### src/rtl/caches_pkg.sv
// rtl/caches_pkg.sv - shared types and default constants for the cache/memory arbiter
package caches_pkg;

  typedef enum logic [1:0] {
    IDLE = 2'd0,
    IGNT = 2'd1,
    DRD  = 2'd2,
    DWR  = 2'd3
  } arb_state_t;

  typedef logic [31:0] word_t;

  localparam int BURST_LEN_DEF    = 2;
  localparam int STARVE_LIMIT_DEF = 8;

  // True while the memory port is owned by the dcache
  function automatic logic is_dcache_state(input arb_state_t s);
    return (s == DRD) || (s == DWR);
  endfunction

endpackage

### src/rtl/mem_arb_starve_ctr.sv
// rtl/mem_arb_starve_ctr.sv - saturating icache starvation counter with limit compare
module mem_arb_starve_ctr #(
  parameter int LIMIT = 8,
  localparam int CW = $clog2(LIMIT + 1)
) (
  input  logic clk,
  input  logic rst,
  input  logic req,
  input  logic granted,
  input  logic done,
  output logic hit
);

  localparam logic [CW-1:0] LIMIT_C = CW'(LIMIT);

  logic [CW-1:0] cnt;

  // Count cycles the icache waits without the grant; a completion or a withdrawn request clears it
  always_ff @(posedge clk or posedge rst) begin
    if (rst) begin
      cnt <= '0;
    end else if (!req || done) begin
      cnt <= '0;
    end else if (!granted && (cnt != LIMIT_C)) begin
      cnt <= cnt + CW'(1);
    end
  end

  assign hit = (cnt >= LIMIT_C);

endmodule

### src/rtl/mem_arbiter.sv
// rtl/mem_arbiter.sv - dcache-priority single-port memory arbiter with burst lock; MEM_ARB_PERF_CNT_EN adds perf counters
module mem_arbiter
  import caches_pkg::*;
#(
  parameter int ADDR_W       = 32,
  parameter int DATA_W       = 32,
  parameter int BURST_LEN    = BURST_LEN_DEF,
  parameter int STARVE_LIMIT = STARVE_LIMIT_DEF
) (
  input  logic              CLK,
  input  logic              RST,
  input  logic              iREN,
  input  logic [ADDR_W-1:0] iaddr,
  output logic [DATA_W-1:0] iload,
  output logic              iwait,
  input  logic              dREN,
  input  logic              dWEN,
  input  logic [ADDR_W-1:0] daddr,
  input  logic [DATA_W-1:0] dstore,
  output logic [DATA_W-1:0] dload,
  output logic              dwait,
  output logic              load_done,
  output logic              store_done,
  output logic              mem_ren,
  output logic              mem_wen,
  output logic [ADDR_W-1:0] mem_addr,
  output logic [DATA_W-1:0] mem_wdata,
  input  logic [DATA_W-1:0] mem_rdata,
  input  logic              mem_ready
`ifdef MEM_ARB_PERF_CNT_EN
  ,
  output word_t             icnt,
  output word_t             dcnt,
  output word_t             stall_cnt
`endif
);

  localparam int BW = (BURST_LEN > 1) ? $clog2(BURST_LEN) : 1;
  localparam logic [BW-1:0] LAST_BEAT = BW'(BURST_LEN - 1);

  arb_state_t    state, state_next;
  logic [BW-1:0] beat_cnt, beat_next;
  logic          starve_hit;
  logic          d_req_ok;
  logic          i_done;
  logic          d_done;

  // Dcache request still matches the op the current burst was granted for (dWEN wins over dREN)
  assign d_req_ok = (state == DWR) ? dWEN : (dREN && !dWEN);

  mem_arb_starve_ctr #(
    .LIMIT(STARVE_LIMIT)
  ) u_starve (
    .clk    (CLK),
    .rst    (RST),
    .req    (iREN),
    .granted(state == IGNT),
    .done   (i_done),
    .hit    (starve_hit)
  );

  // State and beat counter registers; reset aborts any transfer in flight
  always_ff @(posedge CLK or posedge RST) begin
    if (RST) begin
      state    <= IDLE;
      beat_cnt <= '0;
    end else begin
      state    <= state_next;
      beat_cnt <= beat_next;
    end
  end

  // Next-state: starving icache first, then dcache write, dcache read, icache; bursts stay locked
  always_comb begin
    state_next = state;
    beat_next  = beat_cnt;
    i_done     = 1'b0;
    d_done     = 1'b0;
    unique case (state)
      IDLE: begin
        beat_next = '0;
        if (starve_hit && iREN) state_next = IGNT;
        else if (dWEN)          state_next = DWR;
        else if (dREN)          state_next = DRD;
        else if (iREN)          state_next = IGNT;
      end
      IGNT: begin
        if (!iREN) begin
          state_next = IDLE;
        end else if (mem_ready) begin
          i_done     = 1'b1;
          state_next = IDLE;
        end
      end
      DRD, DWR: begin
        if (!d_req_ok) begin
          state_next = IDLE;
          beat_next  = '0;
        end else if (mem_ready) begin
          d_done = 1'b1;
          if (beat_cnt < LAST_BEAT) begin
            beat_next = beat_cnt + BW'(1);
          end else begin
            state_next = IDLE;
            beat_next  = '0;
          end
        end
      end
      default: begin
        state_next = IDLE;
        beat_next  = '0;
      end
    endcase
  end

  // Port outputs decoded from the registered state plus mem_ready; addresses and data pass through
  always_comb begin
    mem_ren    = (state == IGNT) || (state == DRD);
    mem_wen    = (state == DWR);
    mem_addr   = '0;
    mem_wdata  = '0;
    if (state == IGNT) begin
      mem_addr = iaddr;
    end else if (is_dcache_state(state)) begin
      mem_addr  = daddr;
      mem_wdata = dstore;
    end
    iwait      = !i_done;
    iload      = i_done ? mem_rdata : '0;
    dwait      = !d_done;
    load_done  = d_done && (state == DRD);
    store_done = d_done && (state == DWR);
    dload      = (d_done && (state == DRD)) ? mem_rdata : '0;
  end

`ifdef MEM_ARB_PERF_CNT_EN
  logic stalled;
  assign stalled = (iREN && !i_done) || ((dREN || dWEN) && !d_done);

  // Free-running wrap-around counters of completed beats and waiting cycles
  always_ff @(posedge CLK or posedge RST) begin
    if (RST) begin
      icnt      <= '0;
      dcnt      <= '0;
      stall_cnt <= '0;
    end else begin
      if (i_done)  icnt      <= icnt + 32'd1;
      if (d_done)  dcnt      <= dcnt + 32'd1;
      if (stalled) stall_cnt <= stall_cnt + 32'd1;
    end
  end
`endif

endmodule

### config.mk
export PLATFORM = sky130hd
export DESIGN_NAME = mem_arbiter
export DESIGN_NICKNAME = d
export VERILOG_FILES = /design/src/rtl/caches_pkg.sv /design/src/rtl/mem_arb_starve_ctr.sv /design/src/rtl/mem_arbiter.sv
export SDC_FILE = /design/constraint.sdc
export NUM_CORES = 1
export LEC_CHECK = 0
export CAP_MARGIN = 20
export CORE_AREA = 3 3 103 105
export DETAILED_ROUTE_END_ITERATION = 16
export DIE_AREA = 0 0 106 108
export GPL_TIMING_DRIVEN = 1
export PLACE_DENSITY = 0.67
export SYNTH_ARGS = -nofsm -noshare
export SYNTH_HDL_FRONTEND = slang
export SYNTH_SLANG_ARGS = --single-unit
### constraint.sdc
create_clock -name CLK -period 2.4 [get_ports CLK]
set_input_delay 0.36 -clock CLK [delete_from_list [all_inputs] [get_ports CLK]]
set_output_delay 0.36 -clock CLK [all_outputs]
set_load 0.05 [all_outputs]
==> metrics.yaml <==
run_status:
  outcome: "finished, final reports clean"
detailed_routing:
  first_pass_iters: 6
  drt_iter0_drc: 81
  drtAntennaViolNets: 0
  vias: 2818
  drc: 0
  wl_per_cell_um: 15.9
  viasPerCell: 4.21
  wl_um: 10600
floorplanning:
  die_area_sq_mm: 0.0114
  ios: 268
  die_y_um: 108
  die_w_um: 106
  core.rowCount: 36
  initial_core_util_pct: 17.0
  core_sq_mm: 0.00973
cts:
  cts_root_buf: "clkbuf_8"
  holdBufCountCts: 0
  clock_latency_ps: 230
  htreeDepth: 1
  cts_buffers: 3
  cts_tree: "yes"
  cts.sinks: 7
  clock_path_buffers: 2
  path_clk_slew_ps: 40
worst_hold_path:
  hold_class: "in -> async"
sta:
  post-route-period-util_pct: 96.8
  relSlewSlack_pct: 65.1
  finalHoldViolations: 0
  finalSetupViolCount: 0
  slew_viol_final: 0
  timing.fmax_mhz: 431
  clock_skew_ps: 2.18
  tns_ps: 0
  worst_slew_pin_slew_ps: 522
  rsz0062_at_grt: "yes"
  fin_ws_ps: 77.7
  fin_crit_ps: 2320
pwr:
  pwr-share-seq_pct: 3.2
  leakage_nw: 2.47
  irDropWorstVdd_uv: 794
  internal_power_mw: 3.02
  switching_share_pct: 53.8
  power.switching_mw: 3.51
  clkPwrFrac_pct: 2.5
  powerDensity_mw_per_mm2: 1080
  power_mw: 6.53
  p_comb_share_pct: 94.3
synth:
  synthesis.area_sq_mm: 0.00166
  synth_edf_count: 0
  synth.most_common_cell: "and2_1"
  synth.largest_area_cell: "and2_1"
  ys_warn_count: 0
  yosysSeqAreaShare_pct: 10.6
  synth_cell_types: 34
  synth-async-reset-ratio_pct: 100
  synth_top_cells_by_area: "and2_1 37%, nand2_1 16%, dfrtp_1 11%, o21ai_1 11%, ha_1 5.3%"
  syn-instance-count: 274
  syn_avg_cell_area_sq_um: 6.05
  synth_common_cells: "97 x and2_1, 69 x nand2_1, 35 x o21ai_1"
  synth_flop_cell: "dfrtp_1"
  yosysTopAreaCellShare_pct: 36.6
  syn_nets: 415
  ys_seq_elements: 7
cells_and_area:
  layout-drive-gt1-share_pct: 37.1
  stdcell_count: 670
  layout.nets: 678
  area_delta_synth_final_pct: 264
place:
  hpwl_um: 9170
  pre_cts_ws_ps: -10.7
  dp_cells: 659
  io_buffers: 267
  gp_congestion: 0.807
setup_path:
  crit_path_start_kind: "register"
  r2r_cells: 5
  reg2reg_from: "state[1]"
  end_kind: "output pin"
  crit_required_ps: 2040
  cp_max_fo: 32
  critPathKind: "reg -> out"
  crit_path_start: "state[0]"
  arrival_ps: 1960
run:
  cap_violations: 0
global_routing:
  grt_pass1_vias: 2943
  grt_max_degree: 65
  antenna_found_initial: 1
  grt_overflow_total: 0
  track_usage_pct: 17.5
  grt_pass1_wl_um: 16000
## registers in the layout (all words and copies together) (netlist names)
register,count
state,2
beat_cnt,1
u_starve.cnt,4
## through the flow
step	instance area [sq um]	hold WS, ps	utilization, %
6_report	6030	367	62.0
5_1_grt	6030	378	62.0
4_1_cts	5960	368	61.3
3_5_place_dp	5900	577	60.6
3_3_place_gp	5900	543	60.6
2_1_floorplan	1790	163	-
## worst max-delay path, stage by stage (launching register included)
cell     delay, ps
dfrtp_2        440
inv_1          140
ha_2           310
nor2_1         110
nor2_1         130
buf_6          210
and2_1         240
buf_12         160
## layout make-up
cell class / count / area, sq um
clock buffers: 4 / 45.0
inverters: 8 / 30.0
diodes: 1 / 2.50
fillers: 812 / 3700
repair buffers: 274 / 4060
flip-flops and latches: 7 / 176
well taps: 133 / 166
multi-input cells: 243 / 1550
## layout by cell type (no fill, tap or decap), types with 4 or more instances in the layout
| master | synthesis | routed |
|---|---|---|
| o21ai_2 | 0 | 32 |
| buf_12 | 0 | 133 |
| inv_1 | 6 | 6 |
| and2_1 | 97 | 87 |
| nor2_1 | 6 | 6 |
| clkdlybuf4s50_1 | 0 | 133 |
| dfrtp_1 | 7 | 6 |
| ha_1 | 7 | 4 |
| buf_4 | 0 | 6 |
| and2_2 | 0 | 9 |
| nand2_1 | 69 | 69 |
## worst paths after layout
path	to	slack, ps
min in group CLK	u_starve.cnt[1]	580
max in group asynchronous	state[0]	1790
worst max register to register	u_starve.cnt[2]	720
worst min register to register	u_starve.cnt[1]	580
worst min-delay path	u_starve.cnt[1]	370
worst max-delay path	mem_wdata[24]	80
## power groups by stage
stage / clock (mW) / sequential, mW / combinational [mW]
floorplan: 0 / 0.191 / 3.15
global placement: 0 / 0.198 / 6.08
detailed placement: 0 / 0.203 / 6.15
CTS: 0.173 / 0.201 / 6.18
global route: 0.183 / 0.216 / 6.41
finish: 0.166 / 0.209 / 6.16
## layer usage
metal	up-vias	global-route usage, %	wire [um]
met5	-	0	0
met4	0	4.35	222
met3	16	5.37	1030
met2	171	35.7	5930
met1	1223	17.0	3460
li1	1408	-	-
## what timing repair did
item                                    CTS  global route
setup buffers                             0             2
endpoints found under the setup margin   32            71
gates resized for setup                   2             9
cloned                                    2             2
pin swaps                                 0             3
## logic make-up (layout without fill, tap and decap cells)
group / count (synthesis) / in the layout / synth area share [%]
simple gates: 185 / 189 / 59.3
buf+inv: 28 / 286 / 8.07
other cells: 0 / 1 / 0
fa+ha+maj: 7 / 7 / 5.28
compound gates: 41 / 41 / 13.2
xor+xnor: 2 / 2 / 1.06
mux: 4 / 4 / 2.49
flops: 7 / 7 / 10.6
Power figures use the tool's default switching activity.
